**config.mk**
```make
export PLATFORM = sky130hd
export DESIGN_NAME = interval_dispatcher
export DESIGN_NICKNAME = d
export VERILOG_FILES = /design/src/rtl/interval_pkg.sv /design/src/rtl/rr_arbiter.sv /design/src/rtl/interval_dispatcher.sv
export SDC_FILE = /design/constraint.sdc
export NUM_CORES = 1
export LEC_CHECK = 0
export CAP_MARGIN = 20
export CORE_MARGIN = 2
export CORE_UTILIZATION = 45
export CTS_BUF_LIST = sky130_fd_sc_hd__clkbuf_2 sky130_fd_sc_hd__clkbuf_4 sky130_fd_sc_hd__clkbuf_8
export DETAILED_ROUTE_END_ITERATION = 10
export GPL_ROUTABILITY_DRIVEN = 0
export PLACE_DENSITY = 0.81
export SLEW_MARGIN = 20
export SYNTH_ARGS = -nofsm -noshare
export SYNTH_HDL_FRONTEND = slang
export SYNTH_HIERARCHICAL = 1
export SYNTH_SLANG_ARGS = --single-unit
export TNS_END_PERCENT = 10
```
**constraint.sdc**
```tcl
create_clock -name clk -period 2.8 [get_ports clk]
set_clock_uncertainty 0.15 [all_clocks]
set_input_delay 0.42 -clock clk [delete_from_list [all_inputs] [get_ports clk]]
set_output_delay 0.42 -clock clk [all_outputs]
set_load 0.005 [all_outputs]
```
**src/rtl/interval_pkg.sv**
```systemverilog
// Shared types and constants for the interval scheduling blocks.
//   state_e     : dispatcher FSM states
//   DW_DEFAULT  : default width of the si/ei/id record fields
//   MAX_WORKERS : largest supported worker pool
//   WIDX_W      : width of a worker index, sized for MAX_WORKERS
package interval_pkg;

  typedef enum logic [1:0] {
    S_IDLE,
    S_FETCH,
    S_ARB,
    S_ISSUE
  } state_e;

  localparam int DW_DEFAULT  = 32;
  localparam int MAX_WORKERS = 16;
  localparam int WIDX_W      = $clog2(MAX_WORKERS);

endpackage

```
**src/rtl/rr_arbiter.sv**
```systemverilog
// Combinational round-robin arbiter.
//   req   in  N       request vector
//   ptr   in  WIDX_W  highest-priority index (must be < N)
//   found out 1       at least one request is set
//   idx   out WIDX_W  first requester at or above ptr, wrapping
module rr_arbiter
  import interval_pkg::*;
#(
  parameter int N = 4
) (
  input  logic [N-1:0]      req,
  input  logic [WIDX_W-1:0] ptr,
  output logic              found,
  output logic [WIDX_W-1:0] idx
);

  logic [2*N-1:0] dbl;
  logic [2*N-1:0] shifted;
  logic [N-1:0]   rot;

  // Rotate so that bit 0 of rot corresponds to req[ptr].
  assign dbl     = {req, req};
  assign shifted = dbl >> ptr;
  assign rot     = shifted[N-1:0];

  always_comb begin
    int sum;
    sum   = 0;
    found = 1'b0;
    idx   = '0;
    // Descending scan so the lowest rotated offset wins.
    for (int k = N - 1; k >= 0; k--) begin
      if (rot[k]) begin
        found = 1'b1;
        sum   = int'(ptr) + k;
        if (sum >= N) sum = sum - N;
        idx   = WIDX_W'(sum);
      end
    end
  end

endmodule

```
**src/rtl/interval_dispatcher.sv**
```systemverilog
// Pops interval records from the queue head, rejects malformed ones
// (ei < si) and issues the rest round-robin to free workers.
//   clk, rst             clock, synchronous active-high reset
//   enable               permits starting a new pop
//   q_empty, q_si/ei/id  head-of-queue record
//   q_pop                pulse, advances queue head
//   wk_ready, wk_done    per-worker ready level / completion pulse
//   wk_valid, wk_si/ei/id one-hot issue strobe and record bus
//   busy                 per-worker outstanding record
//   err_len              pulse, malformed record dropped
//   issued_cnt           records issued since reset (wraps)
//   idle                 nothing in flight, nothing queued
module interval_dispatcher
  import interval_pkg::*;
#(
  parameter int NUM_WORKERS = 4,
  parameter int DW          = DW_DEFAULT
) (
  input  logic                   clk,
  input  logic                   rst,
  input  logic                   enable,
  input  logic                   q_empty,
  input  logic [DW-1:0]          q_si,
  input  logic [DW-1:0]          q_ei,
  input  logic [DW-1:0]          q_id,
  output logic                   q_pop,
  input  logic [NUM_WORKERS-1:0] wk_ready,
  input  logic [NUM_WORKERS-1:0] wk_done,
  output logic [NUM_WORKERS-1:0] wk_valid,
  output logic [DW-1:0]          wk_si,
  output logic [DW-1:0]          wk_ei,
  output logic [DW-1:0]          wk_id,
  output logic [NUM_WORKERS-1:0] busy,
  output logic                   err_len,
  output logic [DW-1:0]          issued_cnt,
  output logic                   idle
);

  state_e                 state_q, state_d;
  logic [DW-1:0]          rec_si_q, rec_si_d;
  logic [DW-1:0]          rec_ei_q, rec_ei_d;
  logic [DW-1:0]          rec_id_q, rec_id_d;
  logic [WIDX_W-1:0]      g_q, g_d;
  logic [WIDX_W-1:0]      rr_ptr_q, rr_ptr_d;
  logic [NUM_WORKERS-1:0] busy_q, busy_d;
  logic [DW-1:0]          cnt_q, cnt_d;

  logic [NUM_WORKERS-1:0] free;
  logic [NUM_WORKERS-1:0] g_oh;
  logic                   arb_found;
  logic [WIDX_W-1:0]      arb_idx;
  logic                   bad_len;

  assign free    = wk_ready & ~busy_q;
  assign bad_len = rec_ei_q < rec_si_q;

  rr_arbiter #(.N(NUM_WORKERS)) u_arb (
    .req   (free),
    .ptr   (rr_ptr_q),
    .found (arb_found),
    .idx   (arb_idx)
  );

  always_comb begin
    g_oh = '0;
    for (int i = 0; i < NUM_WORKERS; i++) g_oh[i] = (g_q == WIDX_W'(i));
  end

  always_comb begin
    state_d  = state_q;
    rec_si_d = rec_si_q;
    rec_ei_d = rec_ei_q;
    rec_id_d = rec_id_q;
    g_d      = g_q;
    rr_ptr_d = rr_ptr_q;
    cnt_d    = cnt_q;
    // Completions always land; a done from an idle worker is a no-op.
    busy_d   = busy_q & ~wk_done;
    case (state_q)
      S_IDLE: if (enable && !q_empty) state_d = S_FETCH;
      S_FETCH: begin
        rec_si_d = q_si;
        rec_ei_d = q_ei;
        rec_id_d = q_id;
        state_d  = S_ARB;
      end
      S_ARB: begin
        if (bad_len) begin
          state_d = S_IDLE;
        end else if (arb_found) begin
          g_d     = arb_idx;
          state_d = S_ISSUE;
        end
      end
      S_ISSUE: begin
        // g was picked from ~busy, so it cannot collide with a done.
        busy_d   = busy_d | g_oh;
        rr_ptr_d = (g_q == WIDX_W'(NUM_WORKERS - 1)) ? '0 : g_q + WIDX_W'(1);
        cnt_d    = cnt_q + DW'(1);
        state_d  = S_IDLE;
      end
      default: state_d = S_IDLE;
    endcase
  end

  always_ff @(posedge clk) begin
    if (rst) begin
      state_q  <= S_IDLE;
      rec_si_q <= '0;
      rec_ei_q <= '0;
      rec_id_q <= '0;
      g_q      <= '0;
      rr_ptr_q <= '0;
      busy_q   <= '0;
      cnt_q    <= '0;
    end else begin
      state_q  <= state_d;
      rec_si_q <= rec_si_d;
      rec_ei_q <= rec_ei_d;
      rec_id_q <= rec_id_d;
      g_q      <= g_d;
      rr_ptr_q <= rr_ptr_d;
      busy_q   <= busy_d;
      cnt_q    <= cnt_d;
    end
  end

  // Outputs decode registered state only.
  assign q_pop      = (state_q == S_FETCH);
  assign wk_valid   = (state_q == S_ISSUE) ? g_oh : '0;
  assign wk_si      = rec_si_q;
  assign wk_ei      = rec_ei_q;
  assign wk_id      = rec_id_q;
  assign busy       = busy_q;
  assign err_len    = (state_q == S_ARB) && bad_len;
  assign issued_cnt = cnt_q;
  assign idle       = (state_q == S_IDLE) && (busy_q == '0) && q_empty;

endmodule
```
==> results.yml <==
worst_setup_path:
  end_kind: "output port"
  path_class: "flop to output port"
  cpPeakStageDelay_ns: 0.42
  path_cells: "inv_2 > ha_4 > a21o_1 > a211oi_2 > o311ai_2 > a2111o_1 > nor3b_2 > buf_2"
  cp_max_fo: 2
  critPathRequiredTime_ns: 2.23
  startpoint_type: "flop"
  worst-endpoint-arrival_ns: 2.28
  cp_slowest_cell: "a2111o_1"
clock_network:
  cts_tree: "yes"
  cts.sinks: 142
  worst_skew_pair.late_latency_ns: 0.46
  cts_made_buffers: 17
  clock_path_buffers: 2
  htreeDepth: 4
  cts_root_buf: "clkbuf_8"
  cts-hold-fix-buffers: 0
  cts.clk_slew.worst_paths_ns: 0.08
hold_path:
  hold_path_class: "primary input to flop"
logic_synthesis:
  ys_ff_latch: 142
  synth-compound-area-share: 0.137
  synth_area_um2: 6620
  ys_types: 58
  yosys-top-cells-area: "dfxtp_1, nand2_1, a21oi_1, ha_1, xor2_1"
  async_reset_ff_frac: 0
  synth_area_per_cell_um2: 7.97
  yosysTopAreaCell: "dfxtp_1"
  synth_edf_count: 0
  synth_nets: 983
  synth_seq_area_share: 0.429
  synthSimpleGateAreaFrac: 0.246
  synth_top_family_by_area: "simple AND/OR/NAND/NOR gates"
  synth_xor_area_frac: 0.0436
  yosysTopAreaCellShare: 0.429
  ys.warnings.count: 6
  yosys-top-cells-count: "nand2_1, dfxtp_1, a21oi_1"
  yosysMostFrequentCell: "nand2_1"
  muxShareOfSynthArea: 0.0110
  synth_ff_type: "dfxtp_1"
  netlist_instances: 831
  synth_fa_ha_area_frac: 0.0831
route:
  antenna_left: 0
  wl_per_cell_um: 14.4
  routed_via_density: 4.99
  drt_iter0_drc: 274
  dr.pass1.iters: 4
  vias: 6402
  drt_wl_total_um: 18500
  drc_errors: 0
floorplanning:
  ios: 247
  die_w_um: 125
  die_h_um: 125
  start_util: 0.457
  die-area_um2: 15700
  rows: 44
  core_um2: 14500
sta:
  timing.final.ws_setup_ns: -0.0493
  hold_violations: 0
  finalSetupViolCount: 1
  post-route-period-util: 1.02
  worst_pin_slew_ns: 1.07
  max_freq_mhz: 351
  min_period_ns: 2.85
  rsz0062_at_grt: "true"
  max_slew_margin: 0.288
  drv_slew: 0
  whs_ns: 0.271
global_routing:
  antenna_found_initial: 0
  grt_pass1_vias: 6201
  grt_max_degree: 98
  grt-ovfl-total: 0
  track_usage: 0.236
  grt_first_pass_wirelength_um: 30200
finish:
  nNetsFinal: 1238
  finalNonFillerCells: 1282
  drive_above_1_share: 0.0820
  n_antenna_cell: 0
  final_area_um2: 9850
  postLayoutCoreUtil: 0.680
  area_delta_synth_final_pct: 48.7
job:
  drv_cap: 0
place:
  placedInstanceArea_um2: 9410
  io_buffers: 246
  dp_hpwl_um: 13200
  dp.cells: 1251
pwr:
  powerDensity_nw_per_um2: 462
  vdd_drop_max_v: 0.000402
  leakage_nw: 3.70
outcome:
  failed_checks: "setup timing"
  outcome: "finished with violations"
[report_power, final]
group / internal [mW] / total, mW / switching, mW / leakage [nW]
registers: 2.09 / 2.13 / 0.0481 / 1.15
clock network: 0.900 / 1.68 / 0.776 / 0.205
logic: 0.413 / 0.743 / 0.330 / 2.35
total: 3.40 / 4.55 / 1.15 / 3.70
[per-stage QoR]
stage	TNS (ns)	power [mW]	setup WS, ns
final	-0.0493	4.55	-0.0493
after detailed placement	-0.226	2.91	-0.226
after floorplan	0	2.48	0.363
after global placement	-0.215	2.90	-0.215
after CTS	-0.0970	4.60	-0.0970
after global routing	-0.153	4.76	-0.153
[placed cells by master (no fill, tap or decap), types with 4 or more instances in the layout]
| cell | count |
|---|---|
| inv_1 | 41 |
| and4_1 | 6 |
| a21oi_1 | 123 |
| nand2b_1 | 12 |
| xnor2_1 | 11 |
| buf_4 | 30 |
| dfxtp_2 | 4 |
| xor2_1 | 22 |
| nand3_1 | 17 |
| clkbuf_8 | 18 |
| dfxtp_1 | 138 |
| clkdlybuf4s50_1 | 244 |
| or3_1 | 5 |
| ha_1 | 43 |
| o21ai_0 | 9 |
| clkinv_2 | 6 |
| a211oi_1 | 5 |
| nor2b_1 | 10 |
| and3_1 | 9 |
| nand2_1 | 223 |
| mux2i_1 | 5 |
| nand4_1 | 10 |
| nand3b_1 | 4 |
| nor2_1 | 48 |
[layout make-up]
type,instances,area [um^2]
clock buffer,19,255
clock inverter,12,144
fill,1198,4630
inverter,43,161
multi-input combinational,605,3500
sequential,142,2850
tap,184,230
timing repair buffer,277,2710
[registers in the layout, summed over array words and instances (netlist names)]
signal and flops:
issued_cnt 32, state_q 2, rr_ptr_q 4, busy 4, g_q 4, wk_si 32, wk_ei 32, wk_id 32
[worst max-delay path, delay by kind of cell, from the launching register on]
family          cells  cell delay [ns]
compound gates      4             0.91
fa+ha+maj           1             0.20
buf+inv             2             0.19
flops               1             0.34
simple gates        1             0.18
[final timing paths]
kind	start	end	slack (ns)	cells past startpoint
setup reg to reg	rr_ptr_q[0]	g_q[3]	0.31	6
hold / removal	rst	rr_ptr_q[0]	0.27	2
hold reg to reg	wk_id[16]	wk_id[16]	0.30	2
setup / recovery	wk_si[17]	err_len	-0.05	8
[timing repair]
item,in CTS,in global routing
pin swaps,8,2
gates resized for setup,13,6
setup buffers,0,0
endpoints found under the setup margin,1,5
hold endpoints to repair,0,0
[cells by family (layout without fill, tap and decap cells)]
family / after synthesis / in the layout
buffers and inverters: 84 / 351
and+or+nand+nor: 361 / 361
xor gates and xnor gates: 33 / 33
adders and majority gates: 44 / 44
AOI/OAI and AO/OA: 160 / 160
DFF: 142 / 142
muxes: 7 / 7
[layer usage]
| layer | global-route usage | wire length (um) | vias to the layer above |
|---|---|---|---|
| li1 | - | - | 3272 |
| met5 | 0 | 0 | - |
| met4 | 0.0791 | 455 | 0 |
| met1 | 0.283 | 8020 | 2937 |
| met2 | 0.392 | 8860 | 171 |
| met3 | 0.0869 | 1160 | 22 |
Note: power is estimated with default switching activity, not from simulation.
